<file path="src/rtl/memory_queue.sv">
// In-order load/store queue: allocates ops in program order, snoops result buses
// for missing operands, issues oldest-first to the memory port, retires from the head.
module memory_queue #(
  parameter int SIZE               = 32,
  parameter int DEPTH              = 4,
  parameter int STATION_INDEX_SIZE = 1,
  parameter int BUS_COUNT          = 1
) (
  input  logic                                            clock,
  input  logic                                            reset,
  input  logic                                            flush,
  input  logic                                            alloc_valid,
  output logic                                            alloc_ready,
  input  logic                                            alloc_operation,
  input  logic [1:0]                                      alloc_data_size,
  input  logic                                            alloc_is_signed,
  input  logic                                            alloc_preload_address,
  input  logic [STATION_INDEX_SIZE-1:0]                   alloc_address_source,
  input  logic [SIZE-1:0]                                 alloc_preloaded_address,
  input  logic [SIZE-1:0]                                 alloc_address_offset,
  input  logic                                            alloc_preload_data,
  input  logic [STATION_INDEX_SIZE-1:0]                   alloc_data_source,
  input  logic [SIZE-1:0]                                 alloc_preloaded_data,
  input  logic [BUS_COUNT-1:0]                            bus_asserted,
  input  logic [BUS_COUNT-1:0][STATION_INDEX_SIZE-1:0]    bus_source,
  input  logic [BUS_COUNT-1:0][SIZE-1:0]                  bus_value,
  output logic                                            result_valid,
  output logic [SIZE-1:0]                                 result,
  input  logic                                            result_ack,
  output logic                                            memory_enable,
  output logic                                            memory_operation,
  input  logic                                            memory_ready,
  output logic [1:0]                                      memory_data_size,
  output logic [SIZE-1:0]                                 memory_address,
  input  logic [SIZE-1:0]                                 memory_data_in,
  output logic [SIZE-1:0]                                 memory_data_out
);

  localparam int PW = $clog2(DEPTH);
  localparam logic [PW:0] FULL_COUNT = (PW+1)'(DEPTH);

  typedef logic [STATION_INDEX_SIZE-1:0] tag_t;

  // Control state (reset)
  logic [DEPTH-1:0] r_valid;
  logic [DEPTH-1:0] r_performed;
  logic [DEPTH-1:0] r_addr_loaded;
  logic [DEPTH-1:0] r_data_loaded;
  logic [PW-1:0]    r_head;
  logic [PW-1:0]    r_tail;
  logic [PW-1:0]    r_issue;
  logic [PW:0]      r_count;

  // Payload (not reset)
  logic [DEPTH-1:0] r_operation;
  logic [DEPTH-1:0] r_is_signed;
  logic [1:0]       r_data_size      [DEPTH];
  tag_t             r_address_source [DEPTH];
  tag_t             r_data_source    [DEPTH];
  logic [SIZE-1:0]  r_address_base   [DEPTH];
  logic [SIZE-1:0]  r_address_offset [DEPTH];
  logic [SIZE-1:0]  r_store_data     [DEPTH];
  logic [SIZE-1:0]  r_load_data      [DEPTH];

  logic             w_alloc;
  logic             w_complete;
  logic             w_retire;
  logic [SIZE:0]    w_alloc_addr_snoop;
  logic [SIZE:0]    w_alloc_data_snoop;
  logic [SIZE:0]    w_addr_snoop [DEPTH];
  logic [SIZE:0]    w_data_snoop [DEPTH];

  // Returns {hit, value}; the lowest-index matching bus wins.
  function automatic logic [SIZE:0] snoop(
    input tag_t                                         tag,
    input logic [BUS_COUNT-1:0]                         asserted,
    input logic [BUS_COUNT-1:0][STATION_INDEX_SIZE-1:0] source,
    input logic [BUS_COUNT-1:0][SIZE-1:0]               value
  );
    logic [SIZE:0] hit_val;
    hit_val = '0;
    for (int b = BUS_COUNT-1; b >= 0; b--) begin
      if (asserted[b] && (source[b] == tag)) hit_val = {1'b1, value[b]};
    end
    return hit_val;
  endfunction

  function automatic logic [SIZE-1:0] extend(
    input logic [SIZE-1:0] raw,
    input logic [1:0]      size,
    input logic            is_signed
  );
    logic [SIZE-1:0] ext;
    case (size)
      2'd0:    ext = is_signed ? SIZE'($signed(raw[7:0]))  : SIZE'(raw[7:0]);
      2'd1:    ext = is_signed ? SIZE'($signed(raw[15:0])) : SIZE'(raw[15:0]);
      2'd2:    ext = is_signed ? SIZE'($signed(raw[31:0])) : SIZE'(raw[31:0]);
      default: ext = '0;
    endcase
    return ext;
  endfunction

  always_comb begin
    w_alloc_addr_snoop = snoop(alloc_address_source, bus_asserted, bus_source, bus_value);
    w_alloc_data_snoop = snoop(alloc_data_source, bus_asserted, bus_source, bus_value);
    for (int i = 0; i < DEPTH; i++) begin
      w_addr_snoop[i] = snoop(r_address_source[i], bus_asserted, bus_source, bus_value);
      w_data_snoop[i] = snoop(r_data_source[i], bus_asserted, bus_source, bus_value);
    end
  end

  assign alloc_ready   = (r_count != FULL_COUNT);
  assign memory_enable = r_valid[r_issue] && r_addr_loaded[r_issue] &&
                         r_data_loaded[r_issue] && !r_performed[r_issue];
  assign result_valid  = r_valid[r_head] && r_performed[r_head];

  // Flush overrides every other state change in its cycle.
  assign w_alloc    = alloc_valid && alloc_ready && !flush;
  assign w_complete = memory_enable && memory_ready && !flush;
  assign w_retire   = result_valid && result_ack && !flush;

  assign memory_operation = r_operation[r_issue];
  assign memory_data_size = r_data_size[r_issue];
  assign memory_address   = r_address_base[r_issue] + r_address_offset[r_issue];
  assign memory_data_out  = r_store_data[r_issue];

  assign result = (result_valid && !r_operation[r_head]) ?
                  extend(r_load_data[r_head], r_data_size[r_head], r_is_signed[r_head]) : '0;

  always_ff @(posedge clock or negedge reset) begin
    if (!reset) begin
      r_valid       <= '0;
      r_performed   <= '0;
      r_addr_loaded <= '0;
      r_data_loaded <= '0;
      r_head        <= '0;
      r_tail        <= '0;
      r_issue       <= '0;
      r_count       <= '0;
    end else if (flush) begin
      r_valid <= '0;
      r_head  <= '0;
      r_tail  <= '0;
      r_issue <= '0;
      r_count <= '0;
    end else begin
      for (int i = 0; i < DEPTH; i++) begin
        if (w_alloc && (r_tail == PW'(i))) begin
          r_addr_loaded[i] <= alloc_preload_address || w_alloc_addr_snoop[SIZE];
          r_data_loaded[i] <= alloc_preload_data || w_alloc_data_snoop[SIZE];
        end else begin
          if (!r_addr_loaded[i] && w_addr_snoop[i][SIZE]) r_addr_loaded[i] <= 1'b1;
          if (!r_data_loaded[i] && w_data_snoop[i][SIZE]) r_data_loaded[i] <= 1'b1;
        end
      end
      if (w_complete) begin
        r_performed[r_issue] <= 1'b1;
        r_issue              <= r_issue + 1'b1;
      end
      if (w_retire) begin
        r_valid[r_head] <= 1'b0;
        r_head          <= r_head + 1'b1;
      end
      if (w_alloc) begin
        r_valid[r_tail]     <= 1'b1;
        r_performed[r_tail] <= 1'b0;
        r_tail              <= r_tail + 1'b1;
      end
      r_count <= r_count + (PW+1)'(w_alloc) - (PW+1)'(w_retire);
    end
  end

  always_ff @(posedge clock) begin
    for (int i = 0; i < DEPTH; i++) begin
      if (w_alloc && (r_tail == PW'(i))) begin
        r_operation[i]      <= alloc_operation;
        r_data_size[i]      <= alloc_data_size;
        r_is_signed[i]      <= alloc_is_signed;
        r_address_source[i] <= alloc_address_source;
        r_data_source[i]    <= alloc_data_source;
        r_address_offset[i] <= alloc_address_offset;
        r_address_base[i]   <= alloc_preload_address ? alloc_preloaded_address
                                                     : w_alloc_addr_snoop[SIZE-1:0];
        r_store_data[i]     <= alloc_preload_data ? alloc_preloaded_data
                                                  : w_alloc_data_snoop[SIZE-1:0];
      end else begin
        if (!r_addr_loaded[i] && w_addr_snoop[i][SIZE]) r_address_base[i] <= w_addr_snoop[i][SIZE-1:0];
        if (!r_data_loaded[i] && w_data_snoop[i][SIZE]) r_store_data[i] <= w_data_snoop[i][SIZE-1:0];
      end
    end
    if (w_complete) r_load_data[r_issue] <= memory_data_in;
  end

endmodule

</file>
<file path="config.mk">
export PLATFORM = sky130hd
export DESIGN_NAME = memory_queue
export DESIGN_NICKNAME = d
export VERILOG_FILES = /design/src/rtl/memory_queue.sv
export SDC_FILE = /design/constraint.sdc
export NUM_CORES = 1
export LEC_CHECK = 0
export ABC_AREA = 1
export CAP_MARGIN = 10
export CORE_MARGIN = 4
export CORE_UTILIZATION = 40
export DETAILED_ROUTE_END_ITERATION = 16
export PLACE_DENSITY_LB_ADDON = 0.1
export SYNTH_ARGS = -nofsm -noshare
export SYNTH_HDL_FRONTEND = slang
export SYNTH_SLANG_ARGS = --single-unit
</file>
<file path="constraint.sdc">
create_clock -name clock -period 10.55 [get_ports clock]
set_clock_uncertainty 0.1 [all_clocks]
set_input_delay 1.5825 -clock clock [delete_from_list [all_inputs] [get_ports clock]]
set_output_delay 1.5825 -clock clock [all_outputs]
set_load 0.02 [all_outputs]
</file>
; ---- Word-level counts from Yosys, hierarchy flattened
; Memories as Yosys holds them, arrays and structs flattened.
; Cells that the tools add are included.
[classes]
bitwise_logic = 15
n_eq_ne = 16
n_addsub = 6
reduce_logical = 82
magnitude_cmp = 6
n_mux = 148
[ops]
columns = cell, n
row1 = 32-bit two-way mux, 16
row2 = 33-bit two-way mux, 10
row3 = 32-bit one-hot mux with 3 select lines, 1
row4 = 32-bit OR reduction, 3
row5 = 1-bit two-way mux, 80
row6 = 2-bit two-way mux, 21
row7 = 1-bit logical AND, 36
row8 = 32-bit adder, 1
row9 = 4-bit two-way mux, 7
row10 = 2-bit nonzero test, 11
row11 = 1-bit binary-select mux with 2-bit select, 9
row12 = 2-bit AND reduction, 8
row13 = 1-bit logical NOT, 11
row14 = 1-bit equality test, 10
row15 = "2-bit by 3-bit < comparator with 1-bit output, second input constant", 3
row16 = 4-bit bitwise AND, 2
row17 = 4-bit NOT, 2
row18 = 1-bit OR, 8
row19 = 4-bit OR, 2
row20 = "2-bit by 1-bit adder with 2-bit output, second input constant", 3
row21 = 1-bit demux with 2-bit select, 3
row22 = "2-bit equality test, second input constant", 3
row23 = "2-bit by 1-bit >= comparator with 1-bit output, second input constant", 3
row24 = 1-bit OR reduction, 6
row25 = other kinds (9), 14
[totals]
register_bits = 33
memories = 7
mem_bits_rw = 528
out_inout_bits = 102
[memory_table]
columns = name, words, word_bits, read_ports, rd_clocked_by_memory_dff, write_ports, line
row1 = r_address_base, 4, 32, 1, 0, 4, 60  ; logic [SIZE-1:0] r_address_base [DEPTH];
row2 = r_address_offset, 4, 32, 1, 0, 1, 61  ; logic [SIZE-1:0] r_address_offset [DEPTH];
row3 = r_load_data, 4, 32, 1, 0, 1, 63  ; logic [SIZE-1:0] r_load_data [DEPTH];
row4 = r_store_data, 4, 32, 1, 0, 4, 62  ; logic [SIZE-1:0] r_store_data [DEPTH];
row5 = r_data_size, 4, 2, 2, 0, 1, 57  ; logic [1:0] r_data_size [DEPTH];
row6 = r_address_source, 4, 1, 4, 0, 1, 58  ; tag_t r_address_source [DEPTH];
row7 = +1 memories, --, --, --, --, --, --

; ---- Longest topological paths before layout
[logic_depth]
word_depth = 11
mapped_depth = 18

; ---- Worst setup path before layout
; No wires, ideal clock.
[synth_path]
kind = input -> register
from = input port flush
to = memory r_address_base[1][0] (enable)
arrival_ns = 4.340
required_ns = 9.982
stages = 5
n_path_buf = 0
path_slack_ns = 5.642
path_cell_list = inv_2 > nand3_4 > nor2_2 > inv_2 > o21ai_0
[synth_lines]
columns = element, line
row1 = from (decl), 11  ; input logic flush,
row2 = to (decl), 60

; ---- Worst setup path after layout
[layout_path]
from = register r_issue[0]
to = output port memory_address[23]
[layout_via]
elab_chain_len = 2
word_cells_on_any_way = 3
cone_classes = add/sub (1) / memory (2)
[layout_lines]
columns = element, line
row1 = from (decl), 51  ; logic [PW-1:0] r_issue;
row2 = from (signal assigned), 158  ; r_issue <= r_issue + 1'b1;
row3 = memory 4 x 32 bit (on tied branches), --
row4 = 32-bit adder *, 124  ; assign memory_address = r_address_base[r_issue] + r_address_offset[r_issue];
row5 = to (decl), 34  ; output logic [SIZE-1:0] memory_address,
; Every way passes the cells marked *; elsewhere a longest branch is shown, timed or not.

==> flow_summary.json <==
{
  "powerDensity_nw_per_um2": 203,
  "instances_no_fill": 4087,
  "synthMuxAreaShare_pct": 0,
  "worstPathCellList": "inv_6 > buf_4 > o21ai_0 > o22ai_1 > ha_1 > nand2_1 > inv_1 > a21oi_1 > nand2_1 > nand2_1 > nand2_1 > nand2_1 > nand3_1 > nand2_1 > clkdlybuf4s50_1",
  "synthTopCellsByCount": "nand2_1, edfxtp_1, o21ai_0",
  "yosys.area_share.simple_pct": 16.5,
  "grt_util_all_layers_pct": 21.5,
  "final_core_util_pct": 47.9,
  "wire_per_inst_um": 20.1,
  "hold_viol_final": 0,
  "synth_fp_nets": 3118,
  "io_buffer_count": 277,
  "path_class": "flop to output pin",
  "tightest_slew_ps": 1080,
  "routed_via_density": 5.27,
  "cp-end-kind": "output pin",
  "cts_buffers": 60,
  "firstDrtPassIters": 5,
  "rsz0062_at_grt": "false",
  "slew_headroom_pct": 27.6,
  "vias": 21555,
  "cts_tree": "yes",
  "cts_resized": 0,
  "dieHeight_um": 274,
  "synth_cells": 2895,
  "yosysTopAreaCell": "edfxtp_1",
  "fin_crit_ps": 7080,
  "synth_top_area_share_pct": 57.0,
  "num_io_pins": 278,
  "synth-edff-count": 536,
  "cts_sinks": 561,
  "post-dp-hpwl_um": 51200,
  "clk_latency_ps": 620,
  "die_width_um": 274,
  "cpMostUsedCell": "nand2_1",
  "cts_setup_buffers": 0,
  "clk_path_buf_depth": 3,
  "synthXorXnorAreaFrac_pct": 0.558,
  "ys_types": 42,
  "crit_arrival_ps": 5400,
  "finalWeightedCongestion": 0.823,
  "synthArstFlopShare_pct": 4.46,
  "crit_path_start_kind": "flop",
  "clockRootBuffer": "clkbuf_16",
  "synth_top_family_by_area": "simple AND/OR/NAND/NOR gates",
  "drc_errors": 0,
  "cts_hold_buf": 0,
  "fmax_ghz": 0.141,
  "grt_max_degree": 112,
  "yosys-top-cells-area": "edfxtp_1, nand2_1, o21ai_0",
  "postLayoutCellArea_um2": 33500,
  "grt_pass1_vias": 21011,
  "synth_ff_type": "edfxtp_1",
  "slew_violations": 0,
  "area_growth_pct": 18.7,
  "drive_above_1_share_pct": 8.46,
  "peakVddDrop_mv": 0.163,
  "critPathSlowestCell": "buf_4",
  "routed_wl_um": 82300,
  "synth_warnings": 0,
  "layout_worst_path_cycle_share_pct": 67.1,
  "worst_ep_required_time_ps": 8870,
  "layout.nets": 3317,
  "initial_utilization_pct": 40.3,
  "tns_ps": 0,
  "hp-class": "flop to flop",
  "drtIter0Drc": 1661,
  "maxCapViolations": 0,
  "syn_avg_cell_area_um2": 9.75,
  "placed_cell_area_um2": 31600,
  "synthAdderAreaFrac_pct": 2.14,
  "rows": 97,
  "path_max_fanout": 111,
  "path_clk_slew_ps": 60,
  "antenna_found_initial": 3,
  "synth_area_um2": 28200,
  "ys_seq_area_share_pct": 59.2,
  "dp.cells": 3972,
  "max_stage_delay_ps": 830,
  "synth_compound_area_share_pct": 15.8,
  "yosysMostFrequentCell": "nand2_1",
  "overflow": 0,
  "dieArea_um2": 74900,
  "coreArea_um2": 70000,
  "ant_nets": 0,
  "status": "completed",
  "leakage_nw": 12.8,
  "h-tree-depth": 2,
  "grt_pass1_wl_um": 125000,
  "ys_ff_latch": 561,
  "setup_viol": 0
}
## area by class of cell
type	count	area (um^2)
fill	6480	36500
sequential	561	16700
multi-input combinational	1960	9970
timing repair buffer	307	2990
clock buffer	76	1590
tap	940	1180
inverter	204	776
clock inverter	37	279
antenna	2	5.00
## critical path, delay by kind of cell (launching register included)
family | cells | cell delay, ps
and+or+nand+nor | 7 | 730
DFF | 1 | 710
AOI/OAI and AO/OA | 3 | 700
buffers and inverters | 4 | 2200
adders and majority gates | 1 | 360
## cell families (layout without fill, tap and decap cells)
family / Yosys count / in the layout
AND/OR/NAND/NOR: 1140 / 1140
AO/OA/AOI/OAI: 755 / 755
flip-flops: 561 / 561
buffers and inverters: 374 / 624
adder cells (fa/ha/maj): 47 / 47
XOR/XNOR: 18 / 18
other: 0 / 2
## stage by stage
step / hold WS [ps] / worst slack (ps) / total power, mW
2_1_floorplan: 392 / 5640 / 4.02
3_3_place_gp: 418 / 4160 / 4.82
3_5_place_dp: 423 / 4040 / 4.84
4_1_cts: 438 / 3390 / 6.86
5_1_grt: 468 / 3020 / 7.16
6_report: 438 / 3470 / 6.79
## where the power goes
| part | internal (mW) | leakage (nW) | total [mW] | switching [mW] |
|---|---|---|---|---|
| Sequential | 2.69 | 5.22 | 2.77 | 0.0769 |
| Combinational | 0.696 | 6.67 | 2.00 | 1.31 |
| Clock | 1.16 | 0.920 | 2.02 | 0.856 |
## state kept, by name, indices dropped and copies added, names as in the netlist
| register | cells |
|---|---|
| r_head | 2 |
| r_valid | 4 |
| r_addr_loaded | 4 |
| r_performed | 4 |
| r_address_source | 4 |
| r_data_source | 4 |
| r_is_signed | 4 |
| r_store_data | 128 |
| r_tail | 2 |
| r_count | 3 |
| r_issue | 2 |
| r_load_data | 128 |
| r_address_base | 128 |
| r_address_offset | 128 |
| r_data_loaded | 4 |
| r_data_size | 8 |
| r_operation | 4 |
## worst paths after layout
| check | slack (ps) | from | cells after the start | endpoint |
|---|---|---|---|---|
| setup / recovery | 3470 | r_issue[0] | 15 | memory_address[23] |
| hold / removal | 440 | r_valid[3] | 2 | r_valid[3] |
| setup reg to reg | 6690 | r_issue[0] | 5 | r_load_data[0][22] |
| hold reg to reg | 440 | r_valid[3] | 2 | r_valid[3] |
| max in group asynchronous | 8800 | reset | 2 | r_issue[0] |
| min in group asynchronous | 1250 | reset | 2 | r_tail[0] |
## cells in the final DEF, fill, tap and decap left out, types with 23 or more instances in the layout
| cell type | synthesis | layout |
|---|---|---|
| inv_2 | 18 | 23 |
| clkbuf_16 | 0 | 61 |
| o21ai_1 | 47 | 47 |
| buf_4 | 18 | 31 |
| o31ai_2 | 58 | 58 |
| nand3_1 | 105 | 105 |
| nor2_1 | 313 | 313 |
| o22ai_1 | 113 | 113 |
| o21ai_0 | 455 | 447 |
| inv_1 | 184 | 178 |
| edfxtp_1 | 536 | 536 |
| ha_1 | 45 | 45 |
| nand2_1 | 662 | 662 |
| clkdlybuf4s50_1 | 0 | 275 |
| a21oi_1 | 51 | 51 |
## per-layer routing
metal | up-vias | global-route usage (%) | part of all wire [%]
met5 | - | 0 | 0.024
met3 | 95 | 3.09 | 5.2
met4 | 2 | 4.00 | 1.4
li1 | 10476 | - | -
met1 | 10427 | 30.5 | 46
met2 | 555 | 35.7 | 47
Note: power is estimated with default switching activity, not from simulation.
